$ cat config.mk
export PLATFORM = sky130hd
export DESIGN_NAME = ctrl_pipe_unit
export DESIGN_NICKNAME = d
export VERILOG_FILES = /design/src/rtl/ctrl_pipe_unit.sv
export SDC_FILE = /design/constraint.sdc
export NUM_CORES = 1
export LEC_CHECK = 0
export CAP_MARGIN = 20
export CELL_PAD_IN_SITES_DETAIL_PLACEMENT = 1
export CELL_PAD_IN_SITES_GLOBAL_PLACEMENT = 2
export CORE_AREA = 5 5 124 103
export DETAILED_ROUTE_END_ITERATION = 12
export DIE_AREA = 0 0 129 108
export MAX_ROUTING_LAYER = met4
export PLACE_DENSITY = 0.81
export RECOVER_POWER = 25
export SYNTH_ARGS = -nofsm -noshare
export SYNTH_HDL_FRONTEND = slang
export SYNTH_SLANG_ARGS = --single-unit
$ cat constraint.sdc
create_clock -name clk -period 2.44 [get_ports clk]
set_input_delay 0.244 -clock clk [delete_from_list [all_inputs] [get_ports clk]]
set_output_delay 0.244 -clock clk [all_outputs]
set_load 0.03 [all_outputs]
$ cat src/rtl/ctrl_pipe_unit.sv
// RV32I control pipeline: decodes the opcode in ID, carries control and rd
// through EX/MEM/WB, inserts load-use bubbles and counts inserted bubbles.
module ctrl_pipe_unit #(
  parameter int REG_ADDR_W   = 5,
  parameter bit EN_HAZARD    = 1'b1,
  parameter bit RD0_SUPPRESS = 1'b1,
  parameter int CNT_W        = 16
) (
  input  logic                  clk,
  input  logic                  rst_n,
  input  logic                  id_valid,
  input  logic [6:0]            opcode,
  input  logic [REG_ADDR_W-1:0] id_rs1,
  input  logic [REG_ADDR_W-1:0] id_rs2,
  input  logic [REG_ADDR_W-1:0] id_rd,
  input  logic                  ext_stall,
  input  logic                  flush,
  input  logic                  cnt_clr,
  output logic                  hz_stall,
  output logic [11:0]           ex_ctrl,
  output logic [11:0]           mem_ctrl,
  output logic [11:0]           wb_ctrl,
  output logic [REG_ADDR_W-1:0] ex_rd,
  output logic [REG_ADDR_W-1:0] mem_rd,
  output logic [REG_ADDR_W-1:0] wb_rd,
  output logic [CNT_W-1:0]      bubble_cnt
);

  localparam logic [CNT_W-1:0] CNT_MAX = {CNT_W{1'b1}};

  // Bundle layout, MSB first:
  // illegal, jump, branch, memread, memwrite, memtoreg, alusrc, alusrc_pc, regwrite, aluop[2:0]
  function automatic logic [11:0] decode_fn(input logic [6:0] op);
    logic [11:0] c;
    case (op)
      7'b0000011: c = 12'h168;
      7'b0100011: c = 12'h0A0;
      7'b0110011: c = 12'h00A;
      7'b1100011: c = 12'h201;
      7'b0010011: c = 12'h02B;
      7'b1101111: c = 12'h428;
      7'b1100111: c = 12'h428;
      7'b0110111: c = 12'h02C;
      7'b0010111: c = 12'h038;
      default:    c = 12'h800;
    endcase
    return c;
  endfunction

  function automatic logic uses_rs1_fn(input logic [6:0] op);
    logic u;
    case (op)
      7'b0000011, 7'b0100011, 7'b0110011,
      7'b1100011, 7'b0010011, 7'b1100111: u = 1'b1;
      default:                            u = 1'b0;
    endcase
    return u;
  endfunction

  function automatic logic uses_rs2_fn(input logic [6:0] op);
    logic u;
    case (op)
      7'b0110011, 7'b0100011, 7'b1100011: u = 1'b1;
      default:                            u = 1'b0;
    endcase
    return u;
  endfunction

  logic [11:0]           dec_ctrl_s;
  logic                  hz_s;
  logic                  bubble_s;
  logic                  count_s;
  logic [11:0]           ex_ctrl_r, mem_ctrl_r, wb_ctrl_r;
  logic [REG_ADDR_W-1:0] ex_rd_r, mem_rd_r, wb_rd_r;
  logic [CNT_W-1:0]      cnt_r;

  // Decode with rd=x0 write suppression, plus load-use hazard detection
  always_comb begin
    dec_ctrl_s = decode_fn(opcode);
    if (RD0_SUPPRESS && (id_rd == {REG_ADDR_W{1'b0}})) begin
      dec_ctrl_s[3] = 1'b0;
    end else begin
      dec_ctrl_s[3] = dec_ctrl_s[3];
    end
    hz_s = 1'b0;
    if (EN_HAZARD && id_valid && !flush && ex_ctrl_r[8] &&
        (ex_rd_r != {REG_ADDR_W{1'b0}})) begin
      hz_s = (uses_rs1_fn(opcode) && (ex_rd_r == id_rs1)) ||
             (uses_rs2_fn(opcode) && (ex_rd_r == id_rs2));
    end else begin
      hz_s = 1'b0;
    end
    bubble_s = flush | hz_s | ~id_valid;
    count_s  = flush | hz_s;
  end

  // Stage registers: reset empties all stages, ext_stall freezes them
  always_ff @(posedge clk) begin
    if (!rst_n) begin
      ex_ctrl_r  <= 12'h000;
      mem_ctrl_r <= 12'h000;
      wb_ctrl_r  <= 12'h000;
      ex_rd_r    <= {REG_ADDR_W{1'b0}};
      mem_rd_r   <= {REG_ADDR_W{1'b0}};
      wb_rd_r    <= {REG_ADDR_W{1'b0}};
    end else if (ext_stall) begin
      ex_ctrl_r  <= ex_ctrl_r;
      mem_ctrl_r <= mem_ctrl_r;
      wb_ctrl_r  <= wb_ctrl_r;
      ex_rd_r    <= ex_rd_r;
      mem_rd_r   <= mem_rd_r;
      wb_rd_r    <= wb_rd_r;
    end else begin
      ex_ctrl_r  <= bubble_s ? 12'h000 : dec_ctrl_s;
      ex_rd_r    <= bubble_s ? {REG_ADDR_W{1'b0}} : id_rd;
      mem_ctrl_r <= ex_ctrl_r;
      mem_rd_r   <= ex_rd_r;
      wb_ctrl_r  <= mem_ctrl_r;
      wb_rd_r    <= mem_rd_r;
    end
  end

  // Saturating bubble counter; a frozen edge inserts nothing so counts nothing
  always_ff @(posedge clk) begin
    if (!rst_n) begin
      cnt_r <= {CNT_W{1'b0}};
    end else if (cnt_clr) begin
      cnt_r <= {CNT_W{1'b0}};
    end else if (!ext_stall && count_s && (cnt_r != CNT_MAX)) begin
      cnt_r <= cnt_r + {{(CNT_W-1){1'b0}}, 1'b1};
    end else begin
      cnt_r <= cnt_r;
    end
  end

  assign hz_stall   = hz_s;
  assign ex_ctrl    = ex_ctrl_r;
  assign mem_ctrl   = mem_ctrl_r;
  assign wb_ctrl    = wb_ctrl_r;
  assign ex_rd      = ex_rd_r;
  assign mem_rd     = mem_rd_r;
  assign wb_rd      = wb_rd_r;
  assign bubble_cnt = cnt_r;

endmodule
==> results.py, run 1 <==
metrics = {
    "power": {
        "p_leak_uw": 0.00158,
        "power_frac_comb": 0.086,
        "ir_drop_v": 0.000293,
        "p_per_area_nw_per_um2": 553,
        "intPower_uw": 1870,
        "power_switching_uw": 593,
        "finalPower_uw": 2460,
        "p_sw_frac": 0.241,
        "seqPwrFrac": 0.430,
        "clkPwrFrac": 0.484,
    },
    "synth": {
        "yosys.area.top_type": "dfxtp_1",
        "synth_area_um2": 3110,
        "ys_warn_count": 0,
        "synth.net_count": 340,
        "synth_top_area_frac": 0.412,
        "synth-seq-cells": 64,
        "synth_edf_count": 0,
        "synth.area.top_cells": "dfxtp_1 (41%), mux2i_1 (11%), nor2b_1 (6.6%)",
        "async_reset_ff_frac": 0,
        "ys_seq_area_frac": 0.412,
        "synth_cells": 311,
        "synth_ff_type": "dfxtp_1",
        "avgSynthCellArea_um2": 9.99,
        "synth.distinct_cells": 64,
        "synth_common_cells": "dfxtp_1 (64), mux2i_1 (34), nor2b_1 (33)",
        "synth.most_common_cell": "dfxtp_1",
    },
    "clock_tree": {
        "clk_path_buf_depth": 2,
        "cts.sinks": 64,
        "cts_setup_buffers": 0,
        "insertion_delay_ns": 0.32,
        "cts_tree": "built",
        "cts-root-buf": "clkbuf_16",
        "clk_pin_slew_ns": 0.06,
        "htree_levels": 3,
        "cts_resized": 0,
        "numCtsBuffers": 9,
        "holdBufCountCts": 0,
    },
    "global_routing": {
        "antenna_found_initial": 0,
        "track_usage": 0.141,
        "grt_pass1_wl_um": 15000,
        "grt_pass1_vias": 2757,
        "grt_overflow": 0,
        "grt_max_degree": 22,
    },
    "routing": {
        "ant_nets": 0,
        "routed_wl_um": 9240,
        "viasPerCell": 4.77,
        "wl_per_cell_um": 16.4,
        "drt_iter0_markers": 104,
        "drc": 0,
        "dr.pass1.iters": 4,
        "vias": 2688,
    },
    "timing": {
        "whs_ns": 0.397,
        "worstMarginPinSlew_ns": 0.829,
        "setup_ws_ns": 0.232,
        "max_freq_mhz": 453,
        "finalHoldViolations": 0,
        "setup_viol": 0,
        "relSlewSlack": 0.448,
        "setup_tns_ns": 0,
        "fin_worst_skew_ns": 0.00703,
        "fin_crit_ns": 2.21,
        "slew_violations": 0,
        "fin_crit_sh": 0.905,
        "rsz0062_at_grt": "false",
    },
    "die": {
        "die_h_um": 108,
        "rows": 35,
        "coreArea_um2": 11300,
        "dieArea_um2": 13900,
        "die_w_um": 129,
        "initial_core_util": 0.275,
        "ios": 96,
    },
    "place": {
        "io_buffers": 95,
        "finalWeightedCongestion": 0.811,
        "post-place-ws_ns": 0.106,
        "dpl.hpwl_um": 7060,
        "dpl.cell_count": 547,
    },
    "worst_setup_path": {
        "worstPathMaxFanout": 6,
        "critPathRequiredTime_ns": 2.20,
        "critPathKind": "reg -> out",
        "worstSetupEndpointType": "primary output",
        "setup.worst_path.start_class": "register",
        "crit_arrival_ns": 1.96,
    },
    "layout": {
        "antenna_cells": 0,
        "drive_above_1_share": 0.116,
        "syn_to_final_growth_pct": 43.4,
        "final_cells": 563,
        "finalNetCount": 439,
    },
    "run_status": {
        "status": "complete, no violations",
    },
    "flow_run": {
        "drv_cap": 0,
    },
    "min_path": {
        "hp-class": "in -> reg",
    },
}
-- power by group through the flow --
stage / logic (uW) / registers [uW] / clock network (uW)
6_report: 212 / 1060 / 1190
5_1_grt: 228 / 1060 / 1280
4_1_cts: 215 / 1060 / 1230
3_5_place_dp: 214 / 1080 / 0
3_3_place_gp: 211 / 1080 / 0
2_1_floorplan: 118 / 1090 / 0
-- placed cells by master (no fill, tap or decap), types with 6 or more instances in the layout --
cell	count
clkdlybuf4s50_1	91
dfxtp_1	64
mux2i_1	34
nor2b_1	33
nand2_1	23
xnor2_1	12
a21oi_1	12
nor2_1	11
buf_4	11
clkbuf_16	9
and2_1	7
a22o_1	7
nand4_1	6
or3_1	6
-- routing by layer --
layer | vias to the layer above | routed length, um | track usage
met2 | 68 | 4050 | 0.206
met3 | 6 | 445 | 0.0341
li1 | 1307 | - | -
met1 | 1307 | 4650 | 0.194
met4 | 0 | 85 | 0.0382
met5 | - | 0 | -
-- cell type report --
class,instances,area [um^2]
sequential,64,1280
tap,148,185
clock inverter,6,43.8
multi-input combinational,223,1660
clock buffer,10,239
timing repair buffer,107,1030
fill,1293,6840
inverter,5,18.8
-- kinds of logic after synthesis --
group / share of synthesized area
compound gates: 0.150
xor+xnor: 0.0366
mux: 0.110
buf+inv: 0.0527
flops: 0.412
simple gates: 0.235
fa+ha+maj: 0.00403
-- state kept, by name, indices dropped and copies added (netlist names) --
signal / cells
wb_rd: 5
ex_rd: 5
mem_ctrl: 11
mem_rd: 5
ex_ctrl: 11
wb_ctrl: 11
bubble_cnt: 16
-- worst max-delay path, stage by stage, from the launching register on --
cell and delay [ns]:
dfxtp_1 0.53, xnor2_1 0.16, nand4_1 0.26, o22a_4 0.35, nor2_1 0.15, buf_4 0.19
-- metrics by stage --
step	area, um^2	util
detailed placement	4180	0.370
CTS	4460	0.395
floorplan	3110	-
global placement	4180	0.370
global route	4460	0.394
finish	4460	0.394
-- worst paths after layout --
kind / startpoint / end / slack (ns) / cells past startpoint
setup / recovery: ex_rd[4] / hz_stall / 0.23 / 5
hold reg to reg: ex_ctrl[5] / ex_ctrl[5] / 0.49 / 2
hold / removal: ext_stall / ex_ctrl[5] / 0.40 / 3
setup reg to reg: ex_rd[4] / bubble_cnt[14] / 0.33 / 6
Note: power is estimated with default switching activity, not from simulation.
==> run 2: changes to the inputs <==
--- a/config.mk
+++ b/config.mk
@@ -8,9 +8,9 @@
 export CAP_MARGIN = 20
 export CELL_PAD_IN_SITES_DETAIL_PLACEMENT = 1
 export CELL_PAD_IN_SITES_GLOBAL_PLACEMENT = 2
-export CORE_AREA = 5 5 124 103
+export CORE_AREA = 2 2 121 100
 export DETAILED_ROUTE_END_ITERATION = 12
-export DIE_AREA = 0 0 129 108
+export DIE_AREA = 0 0 123 102
 export MAX_ROUTING_LAYER = met4
 export PLACE_DENSITY = 0.81
 export RECOVER_POWER = 25
==> run 2 against run 1 <==
Compared with the run above:
- clock skew grew 0.0013 ns
- flip-flop and latch count stayed put
- combinational power hardly changed
- via count grew 2.6%
- worst hold slack better by 0.099 ns
- final cell count is 0.18% lower
- largest power group unchanged
==> results.py, run 2 (same netlist as run 1, synthesis figures left out) <==
metrics = {
    "die": {
        "initial_core_util": 0.275,
        "ios": 96,
        "coreArea_um2": 11300,
        "die_h_um": 102,
        "die_w_um": 123,
        "rows": 35,
        "dieArea_um2": 12500,
    },
    "flow_run": {
        "drv_cap": 0,
    },
    "worst_setup_path": {
        "worstSetupEndpointType": "primary output",
        "worstPathMaxFanout": 6,
        "crit_arrival_ns": 1.94,
        "cp_slowest_stage_delay_ns": 0.52,
        "critPathRequiredTime_ns": 2.20,
        "critPathKind": "reg -> out",
        "setup.worst_path.start_class": "register",
        "path_cells": "xnor2_1, nand4_1, o22a_4, nor2_1, buf_4",
        "cp_top_family": "flip-flops",
        "slowest_stage": "dfxtp_1",
        "path_buf_inv": 1,
    },
    "power": {
        "p_leak_uw": 0.00159,
        "ir_drop_v": 0.000322,
        "p_per_area_nw_per_um2": 599,
    },
    "timing": {
        "fin_crit_ns": 2.18,
        "setup_viol": 0,
        "setup_tns_ns": 0,
        "fin_worst_skew_ns": 0.00829,
        "worstMarginPinSlew_ns": 1.18,
        "max_freq_mhz": 459,
        "rsz0062_at_grt": "false",
        "fin_crit_sh": 0.894,
        "setup_ws_ns": 0.259,
        "slew_violations": 0,
        "finalHoldViolations": 0,
        "relSlewSlack": 0.213,
    },
    "run_status": {
        "status": "complete, no violations",
    },
    "place": {
        "io_buffers": 95,
        "finalWeightedCongestion": 0.831,
        "post-place-ws_ns": 0.0656,
        "dpl.hpwl_um": 7030,
    },
    "routing": {
        "vias": 2758,
        "drt_iter0_markers": 96,
        "dr.pass1.iters": 4,
        "viasPerCell": 4.91,
        "ant_nets": 0,
        "routed_wl_um": 9600,
        "drc": 0,
        "wl_per_cell_um": 17.1,
    },
    "global_routing": {
        "track_usage": 0.166,
        "grt_overflow": 0,
        "antenna_found_initial": 0,
        "grt_pass1_vias": 2820,
        "grt_max_degree": 24,
        "grt_pass1_wl_um": 15400,
    },
    "layout": {
        "antenna_cells": 0,
        "finalNetCount": 438,
        "syn_to_final_growth_pct": 44.5,
        "final_common_cell": "clkdlybuf4s50_1",
        "utilization": 0.397,
        "drive_above_1_share": 0.111,
        "layout_common_cells": "clkdlybuf4s50_1 (91), dfxtp_1 (64), mux2i_1 (34), nor2b_1 (33), nand2_1 (23)",
        "largest_register_ffs": 16,
    },
    "min_path": {
        "hp-class": "reg -> reg",
    },
    "clock_tree": {
        "cts_setup_buffers": 0,
        "holdBufCountCts": 0,
        "cts-root-buf": "clkbuf_16",
        "clk_path_buf_depth": 2,
        "insertion_delay_ns": 0.33,
        "cts_tree": "built",
        "numCtsBuffers": 9,
        "clk_pin_slew_ns": 0.06,
        "htree_levels": 3,
        "cts_resized": 0,
        "cts.sinks": 64,
    },
}
run 2: cell type report:
| class | instances | area, um^2 |
|---|---|---|
| clock buffers | 9 | 225 |
| clock inverters | 7 | 103 |
| fillers | 1316 | 6810 |
| inverters | 5 | 18.8 |
| multi-input cells | 223 | 1660 |
| flip-flops and latches | 64 | 1280 |
| well taps | 148 | 185 |
| repair buffers | 106 | 1010 |
run 2: worst paths after layout:
kind / start / end / slack [ns] / depth (start not counted)
setup reg to reg: ex_rd[4] / bubble_cnt[5] / 0.34 / 6
hold reg to reg: ex_ctrl[7] / ex_ctrl[7] / 0.50 / 2
hold / removal: ex_ctrl[7] / ex_ctrl[7] / 0.50 / 2
setup / recovery: ex_rd[4] / hz_stall / 0.26 / 5
run 2: metrics by stage:
step	area (um^2)	total power, uW	hold slack, ns	std cells
6_report	4490	2690	0.497	562
5_1_grt	4490	2790	0.532	562
4_1_cts	4500	2730	0.487	562
3_3_place_gp	4170	1290	0.480	546
2_1_floorplan	3110	1210	0.369	311
3_5_place_dp	4170	1300	0.504	546
run 2: report_power, final:
group	total, uW	switching (uW)	internal, uW
Clock	1420	513	905
Sequential	1060	7.48	1050
Combinational	214	112	103
Total	2690	632	2060
run 2: worst reg2reg max path, cell delays in order, from the launching register on:
cell	delay (ns)
dfxtp_1	0.52
xnor2_1	0.16
nand4_1	0.28
o221ai_4	0.30
nand2_4	0.19
or4_1	0.44
a21oi_1	0.15
run 2: metal layers:
layer,up-vias,share of wire,global-route usage
met5,-,0,-
li1,1311,-,-
met4,0,0.014,0.0455
met2,88,0.46,0.253
met3,15,0.057,0.0430
met1,1344,0.47,0.218
